## config.mk

```make
export PLATFORM = sky130hd
export DESIGN_NAME = dmem_responder
export DESIGN_NICKNAME = d
export VERILOG_FILES = /design/src/rtl/dmem_pkg.sv /design/src/rtl/dmem_lane_align.sv /design/src/rtl/dmem_responder.sv
export SDC_FILE = /design/constraint.sdc
export NUM_CORES = 2
export LEC_CHECK = 0
export ABC_AREA = 1
export CAP_MARGIN = 15
export CORE_MARGIN = 2
export CORE_UTILIZATION = 35
export CTS_BUF_LIST = sky130_fd_sc_hd__clkbuf_8
export DETAILED_ROUTE_END_ITERATION = 8
export GPL_TIMING_DRIVEN = 1
export PLACE_DENSITY = 0.53
export SYNTH_ARGS = -nofsm -noshare
export SYNTH_HDL_FRONTEND = slang
export SYNTH_HIERARCHICAL = 1
export SYNTH_SLANG_ARGS = --single-unit
```

## constraint.sdc

```tcl
create_clock -name clk -period 15.3 [get_ports clk]
set_clock_uncertainty 0.05 [all_clocks]
set_input_delay 3.06 -clock clk [delete_from_list [all_inputs] [get_ports clk]]
set_output_delay 3.06 -clock clk [all_outputs]
set_load 0.02 [all_outputs]
```

## src/rtl/dmem_pkg.sv

```systemverilog
// Shared encodings for the MEM-stage data memory: RAM control word layout,
// access size codes and fault cause codes.
package dmem_pkg;

    localparam int unsigned DATA_W = 32;
    localparam int unsigned LANES  = 4;

    localparam int unsigned CTRL_E       = 3;
    localparam int unsigned CTRL_RW      = 2;
    localparam int unsigned CTRL_SIZE_HI = 1;
    localparam int unsigned CTRL_SIZE_LO = 0;

    typedef enum logic [1:0] {
        SZ_BYTE = 2'b00,
        SZ_HALF = 2'b01,
        SZ_WORD = 2'b10,
        SZ_RSVD = 2'b11
    } size_e;

    typedef enum logic [1:0] {
        FC_NONE     = 2'b00,
        FC_MISALIGN = 2'b01,
        FC_RANGE    = 2'b10,
        FC_SIZE     = 2'b11
    } cause_e;

endpackage

```

## src/rtl/dmem_lane_align.sv

```systemverilog
// Big-endian lane steering for one access inside an aligned 32-bit word:
// byte enables, store lane replication, load extraction and size/alignment flags.
module dmem_lane_align
    import dmem_pkg::*;
(
    input  size_e              size_i,
    input  logic [1:0]         offs_i,
    input  logic [DATA_W-1:0]  st_data_i,
    input  logic [DATA_W-1:0]  ld_word_i,
    output logic [LANES-1:0]   be_o,
    output logic [DATA_W-1:0]  st_lanes_o,
    output logic [DATA_W-1:0]  ld_data_o,
    output logic               misalign_o,
    output logic               rsvd_o
);

    // Lane 3 is bits 31:24 (lowest byte address), lane 0 is bits 7:0.
    always_comb begin
        be_o       = '0;
        st_lanes_o = '0;
        ld_data_o  = '0;
        misalign_o = 1'b0;
        rsvd_o     = 1'b0;
        case (size_i)
            SZ_BYTE: begin
                be_o       = 4'b1000 >> offs_i;
                st_lanes_o = {4{st_data_i[7:0]}};
                case (offs_i)
                    2'd0:    ld_data_o = {24'b0, ld_word_i[31:24]};
                    2'd1:    ld_data_o = {24'b0, ld_word_i[23:16]};
                    2'd2:    ld_data_o = {24'b0, ld_word_i[15:8]};
                    default: ld_data_o = {24'b0, ld_word_i[7:0]};
                endcase
            end
            SZ_HALF: begin
                misalign_o = offs_i[0];
                be_o       = offs_i[1] ? 4'b0011 : 4'b1100;
                st_lanes_o = {2{st_data_i[15:0]}};
                ld_data_o  = offs_i[1] ? {16'b0, ld_word_i[15:0]}
                                       : {16'b0, ld_word_i[31:16]};
            end
            SZ_WORD: begin
                misalign_o = |offs_i;
                be_o       = 4'b1111;
                st_lanes_o = st_data_i;
                ld_data_o  = ld_word_i;
            end
            default: begin
                rsvd_o = 1'b1;
            end
        endcase
    end

endmodule

```

## src/rtl/dmem_responder.sv

```systemverilog
// MEM-stage byte-addressed data memory: zero-latency loads, edge-written stores,
// and a sticky first-fault record for debug/exception logic.
module dmem_responder
    import dmem_pkg::*;
#(
    parameter int unsigned ADDR_BITS = 8
) (
    input  logic               clk,
    input  logic               Reset,
    input  logic [DATA_W-1:0]  MEM_ALU_OUT_in,
    input  logic [DATA_W-1:0]  MEM_RB_in,
    input  logic [3:0]         MEM_RAM_CTRL_in,
    output logic [DATA_W-1:0]  MEM_DATA_out,
    output logic               MEM_FAULT_out,
    output logic [DATA_W-1:0]  MEM_FAULT_ADDR_out,
    output logic [1:0]         MEM_FAULT_CAUSE_out
);

    localparam int unsigned DEPTH  = 2 ** ADDR_BITS;
    localparam int unsigned WIDX_W = ADDR_BITS - 2;

    logic [7:0] mem_q [DEPTH];

    logic               en;
    logic               rw;
    size_e              size;
    logic [WIDX_W-1:0]  widx;
    logic [DATA_W-1:0]  ld_word;
    logic [LANES-1:0]   be;
    logic [DATA_W-1:0]  st_lanes;
    logic [DATA_W-1:0]  ld_data;
    logic               misalign;
    logic               rsvd;
    logic               out_of_range;
    logic               illegal;
    logic               legal;
    cause_e             cause;

    logic               fault_q,  fault_d;
    logic [DATA_W-1:0]  faddr_q,  faddr_d;
    cause_e             fcause_q, fcause_d;

    assign en   = MEM_RAM_CTRL_in[CTRL_E];
    assign rw   = MEM_RAM_CTRL_in[CTRL_RW];
    assign size = size_e'(MEM_RAM_CTRL_in[CTRL_SIZE_HI:CTRL_SIZE_LO]);
    assign widx = MEM_ALU_OUT_in[ADDR_BITS-1:2];

    // Every access sits inside one aligned word, so only that word is read.
    assign ld_word = {mem_q[{widx, 2'd0}], mem_q[{widx, 2'd1}],
                      mem_q[{widx, 2'd2}], mem_q[{widx, 2'd3}]};

    dmem_lane_align u_lane_align (
        .size_i     (size),
        .offs_i     (MEM_ALU_OUT_in[1:0]),
        .st_data_i  (MEM_RB_in),
        .ld_word_i  (ld_word),
        .be_o       (be),
        .st_lanes_o (st_lanes),
        .ld_data_o  (ld_data),
        .misalign_o (misalign),
        .rsvd_o     (rsvd)
    );

    // An aligned access with zero upper bits cannot run past the array end,
    // so a misaligned one near the top is reported as misaligned.
    assign out_of_range = |MEM_ALU_OUT_in[DATA_W-1:ADDR_BITS];
    assign illegal      = rsvd | out_of_range | misalign;
    assign legal        = en & ~illegal;

    always_comb begin
        cause = FC_NONE;
        if (rsvd)              cause = FC_SIZE;
        else if (out_of_range) cause = FC_RANGE;
        else if (misalign)     cause = FC_MISALIGN;
    end

    assign MEM_DATA_out = (legal && !rw) ? ld_data : '0;

    always_ff @(posedge clk) begin
        if (!Reset && legal && rw) begin
            for (int k = 0; k < int'(LANES); k++) begin
                if (be[k]) begin
                    mem_q[{widx, 2'(LANES - 1 - k)}] <= st_lanes[8*k +: 8];
                end
            end
        end
    end

    // First-fault capture; later faults are ignored until reset.
    always_comb begin
        fault_d  = fault_q;
        faddr_d  = faddr_q;
        fcause_d = fcause_q;
        if (en && illegal && !fault_q) begin
            fault_d  = 1'b1;
            faddr_d  = MEM_ALU_OUT_in;
            fcause_d = cause;
        end
    end

    always_ff @(posedge clk) begin
        if (Reset) begin
            fault_q  <= 1'b0;
            faddr_q  <= '0;
            fcause_q <= FC_NONE;
        end else begin
            fault_q  <= fault_d;
            faddr_q  <= faddr_d;
            fcause_q <= fcause_d;
        end
    end

    assign MEM_FAULT_out       = fault_q;
    assign MEM_FAULT_ADDR_out  = faddr_q;
    assign MEM_FAULT_CAUSE_out = fcause_q;

endmodule
```

==> flow_metrics.env <==
export IMPL_cts_resized_gates=0
export IMPL_r2r_start="MEM_FAULT_out"
export IMPL_dpl_instance_area_sq_mm=0.09184
export IMPL_start_util_pct=35.13
export IMPL_finalMaxSlewViolations=0
export IMPL_ys_seq_area_share_pct=71.39
export IMPL_final_cell_mix="nand2_1, edfxtp_1, a21oi_1, nor2_1, o21ai_0"
export IMPL_rows=183
export IMPL_core_area_sq_mm=0.2480
export IMPL_max_slew_margin_pct=21.44
export IMPL_period_share_pct=74.50
export IMPL_insertion_delay_ns=1.04
export IMPL_syn_inst=8190
export IMPL_wire_per_inst_microns=23.72
export IMPL_p_leak_nw=35.96
export IMPL_synth_compound_area_share_pct=6.299
export IMPL_hold_class="reg -> reg"
export IMPL_postRouteAntennaNets=0
export IMPL_ys_warn_count=6
export IMPL_synth_top_family_by_area="simple AND/OR/NAND/NOR gates"
export IMPL_syn_nets=8265
export IMPL_peakVddDrop_v=0.0001121
export IMPL_r2r_end="MEM_FAULT_ADDR_out[25]"
export IMPL_clk_path_buf_depth=4
export IMPL_die_area_sq_mm=0.2529
export IMPL_grt_setup_unrepaired="false"
export IMPL_synth_edf_count=2048
export IMPL_design_area_sq_mm=0.09812
export IMPL_drive_above_1_share_pct=7.234
export IMPL_cp_required_ns=12.19
export IMPL_setup_tns_ns=0
export IMPL_hold_path_end="MEM_FAULT_ADDR_out[14]"
export IMPL_post_route_min_period_ns=11.40
export IMPL_crit_type="in -> out"
export IMPL_finalPower_w=0.01180
export IMPL_grt_max_degree=161
export IMPL_crit_fanout=136
export IMPL_cts_htree_levels=5
export IMPL_drc=0
export IMPL_yosysUniqueCellTypes=30
export IMPL_critPathArrivalTime_ns=8.29
export IMPL_portBuffers=136
export IMPL_yosys_register_bits=2083
export IMPL_cts_sinks=2083
export IMPL_synthAdderAreaFrac_pct=0.07181
export IMPL_yosys_area_top_type_share_pct=70.59
export IMPL_synthSimpleGateAreaFrac_pct=18.92
export IMPL_power_density_mw_per_mm2=120.2
export IMPL_routed_wl_microns=282700
export IMPL_yosysTopAreaCell="edfxtp_1"
export IMPL_synth_area_sq_mm=0.08712
export IMPL_drtPass1Iterations=9
export IMPL_synth_xor_area_share_pct=0
export IMPL_syn_avg_cell_area_sq_um=10.64
export IMPL_place_gp_congestion=0.8997
export IMPL_drtIter0Drc=7046
export IMPL_syn2layout_area_growth_pct=12.62
export IMPL_ys_async_sr_fraction_pct=0
export IMPL_reg2reg_setup_slack_ns=13.58
export IMPL_synth_ff_type="edfxtp_1"
export IMPL_hold_start="MEM_FAULT_ADDR_out[14]"
export IMPL_cts_root_buf="clkbuf_8"
export IMPL_setup_viol=0
export IMPL_cts_tree="done"
export IMPL_cp_start_kind="input port"
export IMPL_run_status="completed"
export IMPL_io_pins=137
export IMPL_via_per_inst=5.073
export IMPL_r2r_cells=6
export IMPL_gr_total_overflow=0
export IMPL_numCtsBuffers=357
export IMPL_antenna_found_initial=14
export IMPL_finalNetCount=8399
export IMPL_die_h_microns=502.9
export IMPL_clk_transition_reported_paths_ns=0.06
export IMPL_synthTopCellsByArea="edfxtp_1, nand2_1, a21oi_1, nor2_1, o21ai_0"
export IMPL_dpl_hpwl_microns=169400
export IMPL_grt_pass1_wl_microns=406800
export IMPL_hold_path_depth=2
export IMPL_finalHoldViolCount=0
export IMPL_clock_fmax_mhz=87.73
export IMPL_first_global_vias=58080
export IMPL_cts_hold_fix_buffers=0
export IMPL_die_w_microns=502.9
export IMPL_track_usage_pct=21.93
export IMPL_postCtsSetupBuffers=0
export IMPL_max_cap_viol_count=0
export IMPL_worstMarginPinSlew_ns=1.176
export IMPL_final_common_cell="nand2_1"
export IMPL_vias=60470
export IMPL_synthMuxAreaShare_pct=0
export IMPL_cp_end_kind="primary output"
-- synth_stat cells, types with 5 or more instances --
master,instances
buf_2,208
o21ai_0,372
buf_1,53
nand2_1,3625
clkbuf_1,198
a21oi_1,708
nor2_2,6
nand3_4,6
edfxtp_1,2048
nor3_1,9
inv_2,16
inv_1,210
dfxtp_1,35
nor2_1,591
buf_4,5
ha_1,5
nand3_1,75
-- cells by family after synthesis --
group / Yosys count
compound gates: 1089
fa+ha+maj: 5
buf+inv: 692
flops: 2083
simple gates: 4321
-- layout make-up --
cell class	instances	area (sq um)
Clock buffer	360	4955
Sequential cell	2083	62200
Tap cell	3330	4167
Antenna cell	5	12.51
Multi-Input combinational cell	5415	22320
Timing Repair Buffer	241	2308
Clock inverter	260	1285
Inverter	226	870.8
Fill cell	24070	149900
-- critical path, cell delays in order --
cell,delay [ns]
buf_8,0.29
buf_12,0.54
buf_4,0.81
buf_4,0.71
nand2_1,0.10
nand2_1,0.10
nand2_1,0.05
a21oi_1,0.19
o21ai_0,0.27
nand2_1,0.14
nor2_1,0.05
nand2_1,0.15
nand2_1,0.28
nand3_1,0.16
nand2_1,0.18
inv_1,0.12
inv_1,0.05
nor2_1,0.09
clkdlybuf4s50_1,0.64
-- per-layer routing --
metal / routed length (microns) / share of wire [%] / GRT usage (%) / up-vias
met5: 33 / 0.012 / 0 / -
met4: 15370 / 5.4 / 11.01 / 4
met3: 22990 / 8.1 / 4.222 / 561
met2: 129100 / 46 / 34.66 / 2533
met1: 115300 / 41 / 28.80 / 29660
li1: - / - / - / 27710
-- per-stage QoR --
stage	instances	hold slack [ns]	worst slack [ns]	utilization, %
6_report	11920	0.4116	3.901	39.57
5_1_grt	11920	0.4375	3.722	39.57
4_1_cts	11910	0.4114	4.062	39.55
3_5_place_dp	11290	0.4019	4.073	37.04
3_3_place_gp	11290	0.3975	4.038	37.04
2_1_floorplan	8190	0.4869	7.305	-
-- how the worst max path moves through the flow --
stage	end	slack, ns	startpoint
2_1_floorplan	MEM_DATA_out[1]	7.30	MEM_ALU_OUT_in[3]
3_3_place_gp	MEM_DATA_out[4]	4.04	MEM_ALU_OUT_in[2]
3_5_place_dp	MEM_DATA_out[1]	4.07	MEM_ALU_OUT_in[2]
4_1_cts	MEM_DATA_out[1]	4.06	MEM_ALU_OUT_in[2]
5_1_grt	MEM_DATA_out[5]	3.72	MEM_ALU_OUT_in[2]
6_report	MEM_DATA_out[1]	3.90	MEM_ALU_OUT_in[2]
-- sequential cells by signal, summed over array words and instances, names as in the netlist --
signal and flops:
MEM_FAULT_ADDR_out 32, MEM_FAULT_CAUSE_out 2, MEM_FAULT_out 1, mem_q 2048
-- report_power, final --
group	total, W	internal, W	switching (W)	leakage, nW
Clock	0.00458	0.00232	0.00227	3.57
Combinational	0.000889	0.000200	0.000689	16.1
Sequential	0.00633	0.00632	0.00000301	16.2
Total	0.0118	0.00884	0.00296	36.0
Power figures use the tool's default switching activity.
